`src/rtl/kitchen_emulator_if.sv`:
```
// Command/feedback link between a kitchen controller (master) and the emulator (slave).
interface kitchen_emulator_if;
    logic [7:0] in_bits;
    logic [7:0] out_bits;

    modport master (output in_bits, input  out_bits);
    modport slave  (input  in_bits, output out_bits);
endinterface

```
`src/rtl/kitchen_emulator.sv`:
```
// Behavioural stand-in for the PC-side kitchen game: decodes command words and
// keeps game, position, held item and per-machine processing state.
module kitchen_emulator #(
    parameter int MOVE_CYCLES    = 8,
    parameter int PROCESS_CYCLES = 16
) (
    input  logic               clk,
    input  logic               rst,
    kitchen_emulator_if.slave  link
);
    localparam int NM = 6;
    localparam int MW = $clog2(MOVE_CYCLES + 1);
    localparam int PW = $clog2(PROCESS_CYCLES + 1);

    typedef enum logic [1:0] {ST_IDLE, ST_RUN, ST_END} state_t;

    state_t                 state_q, state_d;
    logic [4:0]             pos_q, pos_d, sel_q, sel_d;
    logic                   hold_q, hold_d;
    logic [MW-1:0]          mv_cnt_q, mv_cnt_d;
    logic [NM-1:0]          item_q, item_d, done_q, done_d;
    logic [NM-1:0][PW-1:0]  busy_q, busy_d;
    logic [7:0]             prev_q, prev_d;

    logic [1:0] cmd;
    logic [5:0] arg;
    logic       g_start, g_end, is_sel;
    logic       op_get, op_put, op_int, op_move, op_throw;
    logic       changed, at_sel, sel_mach, sel_disp, sel_item, sel_ready;
    logic [2:0] idx;

    assign cmd      = link.in_bits[1:0];
    assign arg      = link.in_bits[7:2];
    assign g_start  = (cmd == 2'b01) && (link.in_bits[3:2] == 2'b01);
    assign g_end    = (cmd == 2'b01) && (link.in_bits[3:2] == 2'b10);
    assign is_sel   = (cmd == 2'b11) && (arg != 6'd0) && (arg <= 6'd20);
    assign op_get   = (cmd == 2'b10) && (arg == 6'b000001);
    assign op_put   = (cmd == 2'b10) && (arg == 6'b000010);
    assign op_int   = (cmd == 2'b10) && (arg == 6'b000100);
    assign op_move  = (cmd == 2'b10) && (arg == 6'b001000);
    assign op_throw = (cmd == 2'b10) && (arg == 6'b010000);
    assign changed  = (link.in_bits != prev_q);

    assign at_sel    = (pos_q == sel_q);
    assign sel_mach  = (sel_q >= 5'd1) && (sel_q <= 5'd6);
    assign sel_disp  = (sel_q >= 5'd7) && (sel_q <= 5'd19);
    assign idx       = sel_mach ? (sel_q[2:0] - 3'd1) : 3'd0;
    assign sel_item  = sel_mach ? item_q[idx] : sel_disp;
    assign sel_ready = sel_mach ? done_q[idx] : 1'b1;

    assign link.out_bits = (state_q == ST_RUN) ?
        {2'b00, sel_item, sel_ready, hold_q, at_sel && (mv_cnt_q == '0), 1'b0, 1'b1} :
        8'h00;

    always_comb begin
        state_d  = state_q;
        pos_d    = pos_q;
        sel_d    = sel_q;
        hold_d   = hold_q;
        mv_cnt_d = mv_cnt_q;
        item_d   = item_q;
        done_d   = done_q;
        prev_d   = link.in_bits;
        // Machines keep processing regardless of what command arrives this cycle.
        for (int i = 0; i < NM; i++) begin
            busy_d[i] = busy_q[i];
            if (busy_q[i] != '0) begin
                busy_d[i] = busy_q[i] - PW'(1);
                if (busy_q[i] == PW'(1)) done_d[i] = 1'b1;
            end
        end

        unique case (state_q)
            ST_IDLE: begin
                if (g_start) begin
                    state_d  = ST_RUN;
                    pos_d    = 5'd1;
                    sel_d    = 5'd1;
                    hold_d   = 1'b0;
                    mv_cnt_d = '0;
                    item_d   = '0;
                    done_d   = '0;
                    busy_d   = '0;
                end
            end
            ST_RUN: begin
                mv_cnt_d = '0;
                if (g_end) begin
                    state_d = ST_END;
                end else if (is_sel) begin
                    sel_d = arg[4:0];
                end else if (op_move && !at_sel) begin
                    if (mv_cnt_q == MW'(MOVE_CYCLES - 1)) pos_d = sel_q;
                    else mv_cnt_d = mv_cnt_q + MW'(1);
                end else if (op_get) begin
                    if (at_sel && !hold_q && sel_item) begin
                        hold_d = 1'b1;
                        if (sel_mach) begin
                            item_d[idx] = 1'b0;
                            done_d[idx] = 1'b0;
                        end
                    end
                end else if ((op_put && at_sel && hold_q) || (op_throw && hold_q)) begin
                    // Landing on a full machine, dispenser or bin discards the item.
                    hold_d = 1'b0;
                    if (sel_mach && !item_q[idx]) begin
                        item_d[idx] = 1'b1;
                        done_d[idx] = 1'b0;
                    end
                end else if (op_int && changed) begin
                    if (at_sel && sel_mach && item_q[idx] && (busy_q[idx] == '0) && !done_q[idx])
                        busy_d[idx] = PW'(PROCESS_CYCLES);
                end
            end
            default: ;
        endcase
    end

    always_ff @(posedge clk or posedge rst) begin
        if (rst) begin
            state_q  <= ST_IDLE;
            pos_q    <= '0;
            sel_q    <= '0;
            hold_q   <= 1'b0;
            mv_cnt_q <= '0;
            item_q   <= '0;
            done_q   <= '0;
            busy_q   <= '0;
            prev_q   <= '0;
        end else begin
            state_q  <= state_d;
            pos_q    <= pos_d;
            sel_q    <= sel_d;
            hold_q   <= hold_d;
            mv_cnt_q <= mv_cnt_d;
            item_q   <= item_d;
            done_q   <= done_d;
            busy_q   <= busy_d;
            prev_q   <= prev_d;
        end
    end
endmodule

```
`src/flat_wrapper.sv`:
```
// flat-port wrapper written by rule: the top's interface ports become plain ports
module kitchen_emulator_flat 
#(
    parameter int MOVE_CYCLES    = 8,
    parameter int PROCESS_CYCLES = 16
)
  (clk, rst, link_in_bits, link_out_bits);
  kitchen_emulator_if link_i ();
  input  logic clk;
  input  logic rst;
  input wire logic [$bits(link_i.in_bits)-1:0] link_in_bits;
  output wire logic [$bits(link_i.out_bits)-1:0] link_out_bits;
  assign link_i.in_bits = link_in_bits;
  assign link_out_bits = link_i.out_bits;
  kitchen_emulator #(.MOVE_CYCLES(MOVE_CYCLES), .PROCESS_CYCLES(PROCESS_CYCLES)) u_core (.clk(clk), .rst(rst), .link(link_i));
endmodule
```
`config.mk`:
```
export PLATFORM = sky130hd
export DESIGN_NAME = kitchen_emulator_flat
export DESIGN_NICKNAME = d
export VERILOG_FILES = /design/src/rtl/kitchen_emulator_if.sv /design/src/rtl/kitchen_emulator.sv /design/src/flat_wrapper.sv
export SDC_FILE = /design/constraint.sdc
export NUM_CORES = 1
export LEC_CHECK = 0
export CORE_ASPECT_RATIO = 0.75
export CORE_UTILIZATION = 60
export CTS_CLUSTER_DIAMETER = 150
export DETAILED_ROUTE_END_ITERATION = 8
export PLACE_DENSITY = 0.77
export RECOVER_POWER = 50
export SYNTH_ARGS = -nofsm -noshare
export SYNTH_HDL_FRONTEND = slang
export SYNTH_SLANG_ARGS = --single-unit
```
`constraint.sdc`:
```
create_clock -name clk -period 4.9 [get_ports clk]
set_clock_uncertainty 0.2 [all_clocks]
set_input_delay 0.98 -clock clk [delete_from_list [all_inputs] [get_ports clk]]
set_output_delay 0.98 -clock clk [all_outputs]
set_load 0.05 [all_outputs]
```
Word level (Yosys, flattened, before mapping):

Index checks and enable logic that the tools add are counted.

* $add $sub $neg: 8
* $mul: 0
* div/mod/pow operators: 0
* order comparisons: 7
* eq/ne operators: 32
* shift-type cells: 0
* muxes and demuxes: 87
* bitwise gates (word level): 7
* reductions and logical operators: 47

Operators with widths (count)
* two-way mux 30 bit: 8
* two-way mux 6 bit: 19
* two-way mux 5 bit: 15
* case mux 30 bit (2 select lines): 1
* == test 5 x 1 -> 1 bit (second input constant): 6
* nonzero test 5 bit: 6
* subtractor 5 x 1 -> 5 bit (second input constant): 6
* logical AND 1 bit: 25
* AND 24 bit: 1
* two-way mux 1 bit: 24
* inverter 24 bit: 1
* case mux 6 bit (2 select lines): 2
* two-way mux 4 bit: 5
* case mux 5 bit (2 select lines): 2
* binary-select mux 5 bit (select 3 bit): 1
* demux 5 bit (select 3 bit): 1
* AND 6 bit: 2
* bitwise OR 6 bit: 2
* != test 2 bit (second input constant): 5
* AND reduction 9 bit: 1
* != test 8 bit: 1
* case mux 4 bit (2 select lines): 1
* AND reduction 7 bit: 1
* binary-select mux 1 bit (select 3 bit): 2
* 38 further kinds: 50

* register bits: 67
* latch bits: 0
* bits in writable memories: 0
* memory bits (read-only): 0
* input bits: 10
* logic and storage cells: 202
* memories kept: 0

Longest topological paths before layout:

* word-level depth: 17
* gate-level depth with buffers: 10
* gate-level depth less buffers: 9

Worst setup path before layout:

OpenSTA, ideal clock, no wires.

* path type: reg-to-output
* start: register u_core.sel_q[0]
* end: output link_out_bits[5]
* arrival: 2.516 ns
* slack: 1.204 ns
* cell stages (with the launch flop): 8
* buffers on the path: 0
* cells stage by stage: dfrtp_1 inv_1 ha_1 xnor2_1 o221ai_1 a22oi_1 nand2_1 a21oi_1

* word-level cells in the longest chain between the ends: 7
* elaborated cells on any way between the ends: 12

RTL lines
* start: declaration: line kitchen_emulator.sv:18 `logic [4:0] pos_q, pos_d, sel_q, sel_d;`
* start signal: assignment: line kitchen_emulator.sv:133 `sel_q <= sel_d;`
* greater-or-equal comparator 5 x 1 -> 1 bit or <= comparator 5 x 3 -> 1 bit (tied branches): line kitchen_emulator.sv:45 `assign sel_mach = (sel_q >= 5'd1) && (sel_q <= 5'd6);`
* logical AND 1 bit: line kitchen_emulator.sv:45
* two-way mux 3 bit: line kitchen_emulator.sv:47 `assign idx = sel_mach ? (sel_q[2:0] - 3'd1) : 3'd0;`
* binary-select mux 1 bit (select 3 bit): line kitchen_emulator.sv:48 `assign sel_item = sel_mach ? item_q[idx] : sel_disp;`
* two-way mux 1 bit (implied by the code): line kitchen_emulator.sv:48
* two-way mux 1 bit *: line kitchen_emulator.sv:48
* two-way mux 6 bit *: line kitchen_emulator.sv:51 `assign link.out_bits = (state_q == ST_RUN) ?`
* end: declaration: line flat_wrapper.sv:12 `output wire logic [$bits(link_i.out_bits)-1:0] link_out_bits;`

Every way passes the cells marked *; elsewhere a longest branch is shown, timed or not. The select of a mux whose other input is x is not followed.

Worst setup path after layout:

* start: register u_core.sel_q[1]
* end: output link_out_bits[4]

* word-level cells in the longest chain between the ends: 7
* elaborated cells on any way between the ends: 9

RTL lines
* greater-or-equal comparator 5 x 1 -> 1 bit or <= comparator 5 x 3 -> 1 bit (tied branches): line kitchen_emulator.sv:45
* logical AND 1 bit: line kitchen_emulator.sv:45
* two-way mux 3 bit: line kitchen_emulator.sv:47
* binary-select mux 1 bit (select 3 bit): line kitchen_emulator.sv:49 `assign sel_ready = sel_mach ? done_q[idx] : 1'b1;`
* two-way mux 1 bit (implied by the code): line kitchen_emulator.sv:49
* two-way mux 1 bit *: line kitchen_emulator.sv:49
* two-way mux 6 bit *: line kitchen_emulator.sv:51

Marked as above.

==> results.txt <==
----------------------------------------------------
[Timing]
  Maximum achievable frequency ... 233 MHz
  Final clock period utilization by the worst path ... 0.875
  Worst slew pin tran ... 1.12 ns
  Setup total negative slack ... 0 ns
  Final number of setup-violating endpoints ... 0
  Setup repair after global routing missed its margin ... no
  Worst hold slack across all endpoints ... 0.313 ns
  Final critical-path required period ... 4.29 ns
  Worst slew margin relative to its limit ... 0.252
  Final hold violations ... 0
  Final Max Slew Viols ... 0

[Global route]
  Overall overflow remaining after global route ... 0
  Global-route wire length before repair ... 14800 um
  Overall routing resource usage ... 0.282
  Initial antenna violation count ... 0
  Largest net degree at the start of global routing ... 40
  Vias in the first global route ... 3102

[Cells and area]
  Share of the core filled with cells ... 0.689
  Proportion of layout cells with a drive suffix above 1 ... 0.0867
  Multi-input combinational cell area ... 2130 um^2
  Number of diodes ... 0
  Area Growth Syn to Fin ... 9.84%
  Non-filler instance count after layout ... 531
  Nets ... 474
  Total area of sequential cells ... 1680 um^2
  Fillers ... 488

[Power]
  Fraction of power consumed by combinational cells ... 0.459
  Total power of the final layout ... 2.40 mW
  Switch share ... 0.419
  Clock share of power ... 0.191
  Internal Dissipation ... 1.39 mW
  Sequential group share of total power ... 0.350
  Sw Pwr ... 1.01 mW
  Cell Pwr Density ... 549 nW/um^2
  Static Leak ... 1.91 nW
  Max IR drop VDD ... 0.315 mV

[Critical path]
  Length in cells of the worst reg-to-reg path ... 9
  Reg2Reg Launch Point ... u_core.sel_q[1]
  Kind of launch point of the worst setup path ... flip-flop
  R2R Setup Slk ... 1.42 ns
  Element type at the critical path end ... primary output
  Largest fanout on the critical path ... 8
  Startpoint of the most critical setup path ... u_core.sel_q[1]
  Capture point of the worst reg-to-reg path ... u_core.item_q[3]
  Required @ worst endpoint ... 3.72 ns
  Type of the setup path with the least slack ... reg2out
  Crit path DAT ... 3.11 ns

[Die]
  Core ar. ... 6350 um^2
  Placement Rows ... 25
  I/O pins ... 18
  Die height ... 72.5 um
  Die area ... 6970 um^2
  Starting Density ... 0.627
  X dimension of the die ... 96.1 um

[Synthesis]
  Netlist cell types ... 61
  Cell count after synthesis ... 432
  Post-synthesis cell area ... 3980 um^2
  Warnings from Yosys ... 0
  Synth async-reset ratio ... 1.00
  Flop and latch count out of synthesis ... 67
  Post-synth EDFFs ... 0
  Post-synth top flop ... sky130_fd_sc_hd__dfrtp_1
  Average cell area after synthesis ... 9.22 um^2
  Sequential fraction of the synthesis area ... 0.421

[Routing]
  Number of remaining DRC errors ... 0
  Total Routed Length ... 8950 um
  Via count ... 3306
  Post-DRT Antenna Nets ... 0
  Wire per inst ... 16.9 um
  Routed vias/inst ... 6.23
  Length of the first detailed-routing pass in iterations ... 5
  1st-iter DRT viols ... 296

[Clock network]
  H-tree depth reported by CTS ... 3
  Number of buffers inserted during clock tree synthesis ... 9
  Maximum buffer depth of the clock tree ... 2
  Clock insertion delay at the later pin of the skew report ... 0.34 ns
  Buffers inserted during post-CTS setup optimization ... 0
  Clk Tree Root Cell ... sky130_fd_sc_hd__clkbuf_8
  Quantity of hold-fixing buffers added after cts ... 0
  CTS clk-pin slew, worst paths ... 0.07 ns
  CTS tree ... done
  Clk sink count ... 67
  Number of gates resized after CTS ... 0

[Placed design]
  Count of input and output buffers ... 14
  Detailed-placement wirelength estimate ... 6280 um
  Final weighted congestion in routability-driven placement ... 0.882
  # placed instances ... 516

[Flow run]
  Max Cap Viol ... 0

[Hold path]
  Beginning of the worst hold path ... u_core.mv_cnt_q[3]
  Hold-critical path depth ... 1
  Endpoint, Worst Hold ... u_core.mv_cnt_q[3]
  Type of the worst min-delay path ... reg2reg

[Status]
  Status ... completed

----------------------------------------------------
flip-flops by register name, summed over array words and instances, names as in the netlist:
name,flops
u_core.pos_q,5
u_core.prev_q,8
u_core.state_q,2
u_core.done_q,6
u_core.busy_q,30
u_core.hold_q,1
u_core.sel_q,5
u_core.item_q,6
u_core.mv_cnt_q,4
synthesized netlist by cell type, drive strengths merged (5+ instances only):
| library cell | number | area [um^2] |
|---|---|---|
| o21ai | 34 | 170 |
| buf | 7 | 51.3 |
| inv | 23 | 86.3 |
| nand3 | 21 | 105 |
| and4 | 5 | 43.8 |
| dfrtp | 67 | 1680 |
| nor3 | 32 | 160 |
| nand3b | 5 | 37.5 |
| o31ai | 5 | 37.5 |
| nand4 | 5 | 31.3 |
| a31oi | 7 | 43.8 |
| xnor2 | 16 | 140 |
| mux2 | 5 | 56.3 |
| ha | 18 | 225 |
| nand2 | 41 | 154 |
| a21oi | 9 | 45.0 |
| xor2 | 10 | 87.6 |
| clkbuf | 13 | 48.8 |
| o311ai | 7 | 61.3 |
| nor2 | 30 | 113 |
cells by family (layout without fill, tap and decap cells):
logic type / Yosys count / count (layout) / synth area share
AND/OR/NAND/NOR: 179 / 179 / 0.243
AO/OA/AOI/OAI: 92 / 92 / 0.155
flip-flops: 67 / 67 / 0.421
buffers and inverters: 43 / 59 / 0.0468
XOR/XNOR: 26 / 26 / 0.0572
adder cells (fa/ha/maj): 18 / 18 / 0.0566
multiplexers: 6 / 6 / 0.0198
other: 1 / 3 / 0.000942
how the worst max path moves through the flow:
stage                     slack, ns           endpoint  cells past startpoint
after global placement         0.88  u_core.busy_q[14]                      9
after global routing           0.45   link_out_bits[4]                      8
after CTS                      0.61   link_out_bits[4]                      8
final                          0.61   link_out_bits[4]                      8
after floorplan                1.20   link_out_bits[5]                      7
after detailed placement       0.90  u_core.busy_q[11]                      9
per-stage QoR:
stage / setup WS, ns / area, um^2
after CTS: 0.613 / 4380
after global placement: 0.876 / 4190
after floorplan: 1.20 / 3990
after global routing: 0.455 / 4370
final: 0.611 / 4370
after detailed placement: 0.896 / 4190
metal layers:
metal | up-vias | track usage | part of all wire
li1 | 1587 | - | -
met1 | 1579 | 0.415 | 0.48
met2 | 127 | 0.421 | 0.43
met3 | 13 | 0.0556 | 0.073
met4 | 0 | 0.0846 | 0.012
met5 | - | 0 | 0
power groups by stage:
stage	Clock, mW	Sequential (mW)	Combinational, mW
after floorplan	0	0.808	0.859
after global placement	0	0.840	1.04
after detailed placement	0	0.844	1.07
after CTS	0.465	0.838	1.09
after global routing	0.491	0.859	1.23
final	0.458	0.841	1.10
area by class of cell:
| cell class | count | share of cell area |
|---|---|---|
| repair buffers | 21 | 0.0421 |
| clock inverters | 2 | 0.00801 |
| well taps | 81 | 0.0232 |
| clock buffers | 13 | 0.0363 |
| multi-input cells | 324 | 0.487 |
| inverters | 23 | 0.0197 |
| flip-flops and latches | 67 | 0.383 |
critical path, stage by stage (launching register included):
cell	delay [ns]
sky130_fd_sc_hd__dfrtp_1	0.49
sky130_fd_sc_hd__inv_1	0.14
sky130_fd_sc_hd__ha_1	0.24
sky130_fd_sc_hd__xor2_1	0.17
sky130_fd_sc_hd__buf_4	0.18
sky130_fd_sc_hd__nor2_1	0.34
sky130_fd_sc_hd__a221o_1	0.26
sky130_fd_sc_hd__and2_1	0.14
sky130_fd_sc_hd__clkdlybuf4s50_1	0.81
cells in the final DEF (no fill, tap or decap), types with 5 or more instances in the layout:
cell and count:
sky130_fd_sc_hd__clkbuf_8 11, sky130_fd_sc_hd__dlygate4sd3_1 9, sky130_fd_sc_hd__dfrtp_1 67, sky130_fd_sc_hd__nand2_1 41, sky130_fd_sc_hd__xor2_1 10, sky130_fd_sc_hd__o21ai_0 33
sky130_fd_sc_hd__o311ai_0 7, sky130_fd_sc_hd__a21oi_1 9, sky130_fd_sc_hd__a31oi_1 7, sky130_fd_sc_hd__nand4_1 5, sky130_fd_sc_hd__nand3b_1 5, sky130_fd_sc_hd__buf_4 6
sky130_fd_sc_hd__mux2_2 5, sky130_fd_sc_hd__xnor2_1 16, sky130_fd_sc_hd__nor3_1 31, sky130_fd_sc_hd__nand3_1 21, sky130_fd_sc_hd__ha_1 18, sky130_fd_sc_hd__and4_1 5
sky130_fd_sc_hd__inv_1 22, sky130_fd_sc_hd__nor2_1 30, sky130_fd_sc_hd__o31ai_1 5
Note: power is estimated with default switching activity, not from simulation.
